**src/rtl/mem_arbiter.sv**
```systemverilog
// Round-robin arbiter between the fetch (ic) and data (dc) ports in front of the
// simulation memory; one request in flight, registered one-cycle response pulse.
`ifndef MEM_ADDR_SIZE
`define MEM_ADDR_SIZE 16
`endif
`ifndef MEM_BANDWIDTH
`define MEM_BANDWIDTH 8
`endif

module mem_arbiter #(
  parameter int ADDR_W = `MEM_ADDR_SIZE,
  parameter int DATA_W = `MEM_BANDWIDTH * 8
) (
  input  logic              clk,
  input  logic              rst,
  input  logic              ic_req_valid,
  input  logic [ADDR_W-1:0] ic_req_addr,
  output logic              ic_req_ready,
  output logic              ic_resp_valid,
  output logic [DATA_W-1:0] ic_resp_data,
  input  logic              dc_req_valid,
  input  logic              dc_req_we,
  input  logic [ADDR_W-1:0] dc_req_addr,
  input  logic [DATA_W-1:0] dc_req_wdata,
  output logic              dc_req_ready,
  output logic              dc_resp_valid,
  output logic [DATA_W-1:0] dc_resp_data,
  output logic [ADDR_W-1:0] mem_addr,
  output logic [DATA_W-1:0] mem_write_data,
  output logic              mem_write_valid,
  output logic              mem_read_valid,
  input  logic [DATA_W-1:0] mem_data,
  input  logic              mem_valid
);

  typedef enum logic [1:0] {IDLE = 2'd0, ISSUE = 2'd1, RESP = 2'd2} state_t;

  state_t            state, state_next;
  logic              last_grant;
  logic              port;
  logic              we;
  logic [ADDR_W-1:0] addr;
  logic [DATA_W-1:0] wdata;
  logic              grant_ic, grant_dc;
  logic              handshake;
  logic              done;

  // On a tie the port that was not served last wins.
  always_comb begin
    grant_ic  = ic_req_valid && (!dc_req_valid || last_grant);
    grant_dc  = dc_req_valid && (!ic_req_valid || !last_grant);
    handshake = (state == IDLE) && (grant_ic || grant_dc);
  end

  always_comb begin
    state_next      = state;
    ic_req_ready    = 1'b0;
    dc_req_ready    = 1'b0;
    mem_addr        = '0;
    mem_write_data  = '0;
    mem_write_valid = 1'b0;
    mem_read_valid  = 1'b0;
    done            = 1'b0;
    case (state)
      IDLE: begin
        ic_req_ready = grant_ic && !rst;
        dc_req_ready = grant_dc && !rst;
        if (grant_ic || grant_dc) state_next = ISSUE;
      end
      ISSUE: begin
        mem_addr = addr;
        if (we) begin
          mem_write_data  = wdata;
          mem_write_valid = 1'b1;
          done            = 1'b1;
        end else begin
          mem_read_valid = 1'b1;
          done           = mem_valid;
        end
        if (done) state_next = RESP;
      end
      RESP:    state_next = IDLE;
      default: state_next = IDLE;
    endcase
  end

  assign ic_resp_valid = (state == RESP) && !port;
  assign dc_resp_valid = (state == RESP) && port;

  always_ff @(posedge clk or posedge rst) begin
    if (rst) begin
      state        <= IDLE;
      last_grant   <= 1'b1;
      port         <= 1'b0;
      ic_resp_data <= '0;
      dc_resp_data <= '0;
    end else begin
      state <= state_next;
      if (handshake) begin
        last_grant <= grant_dc;
        port       <= grant_dc;
      end
      // Write acks return zero; the fetch port only ever reads.
      if (state == ISSUE && done) begin
        if (port) dc_resp_data <= we ? '0 : mem_data;
        else      ic_resp_data <= mem_data;
      end
    end
  end

  // Request fields are captured at handshake so the requester may move on.
  always_ff @(posedge clk) begin
    if (handshake) begin
      we    <= grant_dc && dc_req_we;
      addr  <= grant_dc ? dc_req_addr : ic_req_addr;
      wdata <= dc_req_wdata;
    end
  end

endmodule

```
**config.mk**
```make
export PLATFORM = sky130hd
export DESIGN_NAME = mem_arbiter
export DESIGN_NICKNAME = d
export VERILOG_FILES = /design/src/rtl/mem_arbiter.sv
export SDC_FILE = /design/constraint.sdc
export NUM_CORES = 1
export LEC_CHECK = 0
export BUFFER_PORTS_ARGS = -buffer_cell sky130_fd_sc_hd__buf_4
export CAP_MARGIN = 20
export CORE_ASPECT_RATIO = 0.7
export CORE_UTILIZATION = 35
export DETAILED_ROUTE_END_ITERATION = 6
export SYNTH_ARGS = -nofsm -noshare
export SYNTH_HDL_FRONTEND = slang
export SYNTH_SLANG_ARGS = --single-unit
```
**constraint.sdc**
```tcl
create_clock -name clk -period 4.53 [get_ports clk]
set_input_delay 0.453 -clock clk [delete_from_list [all_inputs] [get_ports clk]]
set_output_delay 0.453 -clock clk [all_outputs]
set_load 0.01 [all_outputs]
```
# Yosys cells after proc, flatten, opt, wreduce, memory -nomap -nowiden

Cells that the tools add are included.
Widths: inputs -> output; s select.

Eq/ne operators: 4
Multiplexer cells: 17
Bitwise logic cells: 1
Reductions and logical operators: 21

Operators by type and width:

| operator           | number |
|---|---|
| $mux 64            | 3 |
| $mux 16            | 2 |
| $logic_and 1x1->1  | 9 |
| $mux 1             | 9 |
| $reduce_and 2->1   | 3 |
| $logic_not 1->1    | 5 |
| $mux 2             | 2 |
| $pmux 2 s2         | 1 |
| $logic_or 1x1->1   | 3 |
| $eq 2x1->1 const B | 1 |
| $eq 2x2->1 const B | 1 |
| $logic_not 2->1    | 1 |
| $ne 2x1->1 const B | 1 |
| $ne 2x2->1 const B | 1 |
| $not 1->1          | 1 |

Register bits: 213
Bits of input ports: 166
Output and inout bits: 214
Logic and storage cells: 51

# Depth between registers and ports, before layout

Word-level depth: 6
Mapped depth: 5
Gate-level depth less buffers: 3

# Least setup slack after synthesis

OpenSTA, ideal clock, no wires.

Kind: input to output
Start point: input rst
End point: output dc_req_ready
Arrival: 3.736 ns
Required time: 4.077 ns
Path slack: 0.341 ns
Cell stages on the path: 2
Buffers on the path: 0
Cells stage by stage: inv_1 and3_1

Word-level cells in the longest chain between the ends: 3

Ends and longest elaborated chain:

| element                   | RTL line | RTL |
|---|---|---|
| start, declared           | 15       | `input logic rst,` |
| $logic_not 1->1 (no line) | -        |  |
| $logic_and 1x1->1         | 67       | `dc_req_ready = grant_dc && !rst;` |
| $mux 1                    | 64       | `case (state)` |
| end, declared             | 25       | `output logic dc_req_ready,` |

Every way passes these cells.

# Worst setup path after layout

Start point: register we
End point: output mem_write_data[46]

Word-level cells in the longest chain between the ends: 2

Ends and longest elaborated chain:

| element                | RTL line | RTL |
|---|---|---|
| start, declared        | 41       | `logic we;` |
| start signal, assigned | 114      | `we <= grant_dc && dc_req_we;` |
| $mux 64                | 72       | `if (we) begin` |
| $mux 64                | 64       |  |
| end, declared          | 29       | `output logic [DATA_W-1:0] mem_write_data,` |

Every way passes these cells.

==> flow_metrics.tcl <==
set metrics [dict create \
    outcome "complete, but fails checks" \
    violations "DRC" \
    cts_resized 0 \
    rows 48 \
    crit_start "we" \
    fmax_mhz 332 \
    io_pins 380 \
    grtUsageTotal_pct 16.9 \
    drt_iter0_drc 317 \
    ys_ff_latch 213 \
    pwr-share-clk_pct 21.9 \
    worst_r2r_endpoint "ic_resp_data[3]" \
    initial_utilization_pct 35.9 \
    post_cts_buffers 0 \
    port_buffers 379 \
    relSlewSlack_pct 26.7 \
    cp_max_fo 74 \
    clk_pin_slew_ns 0.06 \
    worst_r2r_path_depth 4 \
    start_kind "register" \
    p_seq_share_pct 37.2 \
    fin_ws_ns 1.52 \
    finalSetupViolations 0 \
    fin_nets 1104 \
    swShare_pct 31.8 \
    reg2reg_from "state[1]" \
    tns_ns 0 \
    rsz0062_at_grt "no" \
    hold_violations 0 \
    synth_warnings 0 \
    die_h_um 136 \
    wirelength_mm 23.3 \
    via_count 5780 \
    cts_hold_buf 0 \
    worstPathRequired_ns 4.08 \
    root_buffer "clkbuf_16" \
    yosysTopAreaCellShare_pct 36.8 \
    dieWidth_um 193 \
    clock_sinks 213 \
    skew_ns 0.00981 \
    p_comb_share_pct 40.9 \
    endpoint_kind "output port" \
    worstMarginPinSlew_ns 1.10 \
    synth_cell_types 29 \
    post-place-cells 1237 \
    drt_first_pass_iters 6 \
    syn_nets 731 \
    cts_buffers 23 \
    syn_to_final_growth_pct 43.3 \
    grt_start_max_net_pins 82 \
    r2r_slack_ns 2.09 \
    netlist_instances 565 \
    fin_util_pct 51.5 \
    ant_nets 0 \
    cell_internal_pwr_w 0.00598 \
    die_area_mm2 0.0261 \
    clock_path_buffers 3 \
    period_share_pct 66.4 \
    total_power_w 0.00876 \
    clk_latency_ns 0.50 \
    num_antenna_cells 0 \
    grt_overflow_total 0 \
    antenna_found_initial 0 \
    yosysSeqAreaShare_pct 64.4 \
    drive_above_1_share_pct 59.3 \
    htreeDepth 1 \
    p_leak_nw 6.22 \
    maxCapViolCount 0 \
    hp-class "primary input to async pin" \
    wire_per_inst_um 18.2 \
    drc 32 \
    critPathKind "register to output port" \
    viasPerCell 4.52 \
    core_area_mm2 0.0248 \
    final_cells 1280 \
    cp.arrival_ns 2.56 \
    cts_tree "yes" \
    place.gp.congestion 0.753 \
    dp_hpwl_mm 16.4 \
    synth_top_area_cell "dfrtp_1" \
    synth-edff-count 81 \
    grt_pass1_vias 5680 \
    grt_first_pass_wirelength_mm 34.0 \
    synth_area_mm2 0.00891 \
    pre_cts_slack_ns 2.04 \
    peakVddDrop_mv 0.486 \
    ys_async_sr_fraction_pct 62.0 \
    timing.final.max_slew_violations 0 \
    synth_area_per_cell_um2 15.8 \
    synth_area_leaders "dfrtp_1, edfxtp_1, mux2_4" \
    n_fill_cell 2197 \
    fin_crit_ns 3.01 \
    power_density_mw_per_mm2 686 \
    yosys_most_used_dff "dfrtp_1" \
    p_sw_w 0.00278 \
]
==> kinds of logic after synthesis <==
group | after synthesis | synth area share [%]
buf+inv | 41 | 3.02
simple gates | 159 | 11.3
flops | 213 | 64.4
mux | 144 | 20.7
compound gates | 8 | 0.618
==> layer usage <==
| metal | track usage [%] | vias up | wire length, um |
|---|---|---|---|
| met1 | 24.1 | 2833 | 10600 |
| met2 | 25.9 | 171 | 10800 |
| met5 | 0 | - | 0 |
| met4 | 4.16 | 0 | 460 |
| met3 | 3.70 | 30 | 1500 |
| li1 | - | 2746 | - |
==> synth_stat cells (2+ instances only) <==
library cell  count
nor2_1            4
buf_2             8
and3_1           65
buf_12            6
inv_1             3
mux2_4           60
mux2_1           10
nor2b_1          64
edfxtp_1         81
dfrtp_1         131
o21ai_0           2
mux2_2           74
nor3b_1           2
and2_1           18
clkbuf_1         23
==> state kept, by name (all words and copies together) (netlist names) <==
name	flops
dc_resp_data	64
ic_resp_data	64
wdata	64
addr	16
state	2
last_grant	1
port	1
we	1
==> power groups by stage <==
stage	sequential (W)	combinational (W)	clock, W
final	0.00326	0.00359	0.00191
after global routing	0.00335	0.00383	0.00205
after CTS	0.00326	0.00361	0.00198
after detailed placement	0.00328	0.00361	0
after global placement	0.00327	0.00359	0
after floorplan	0.00349	0.00174	0
==> final cells by class <==
type | count | area (um^2) | share of cell area, %
clock inverters | 13 | 145 | 1.14
inverters | 3 | 16.3 | 0.127
flip-flops and latches | 213 | 5740 | 44.9
well taps | 325 | 407 | 3.18
clock buffers | 29 | 622 | 4.87
repair buffers | 386 | 2920 | 22.9
multi-input cells | 311 | 2920 | 22.9
==> worst max path at each step <==
stage	end	slack, ns
after global placement	mem_write_data[3]	2.06
after CTS	mem_write_data[3]	1.49
final	mem_write_data[46]	1.52
after floorplan	dc_req_ready	0.34
after global routing	mem_write_data[3]	1.36
after detailed placement	mem_write_data[3]	2.04
==> metrics by stage <==
step | cell area, um^2 | hold WS [ns]
final | 12800 | 0.0465
after global routing | 12800 | 0.0844
after CTS | 12800 | 0.0666
after detailed placement | 12000 | 0.480
after global placement | 12000 | 0.470
after floorplan | 8910 | 0.454
==> critical path, stage by stage (launching register included) <==
cell	delay (ns)
edfxtp_1	0.40
buf_4	0.55
buf_4	0.63
and3_1	0.27
buf_4	0.13
==> cell usage in the layout (no fill, tap or decap), drive strengths merged <==
master  count
bufinv      3
nor3b       2
edfxtp     81
o21ai       2
nand2b      1
and3       65
o2111a      1
clkinv      9
and2       18
clkbuf     29
o31ai       1
or3         1
nor2b      64
inv         4
dfstp       1
a21oi       1
nor3        1
o21a        1
and2b       1
mux2      144
nand2       1
buf       386
a31oi       1
nor2        5
a21boi      1
dfrtp     131
(Power assumes the default switching activity.)
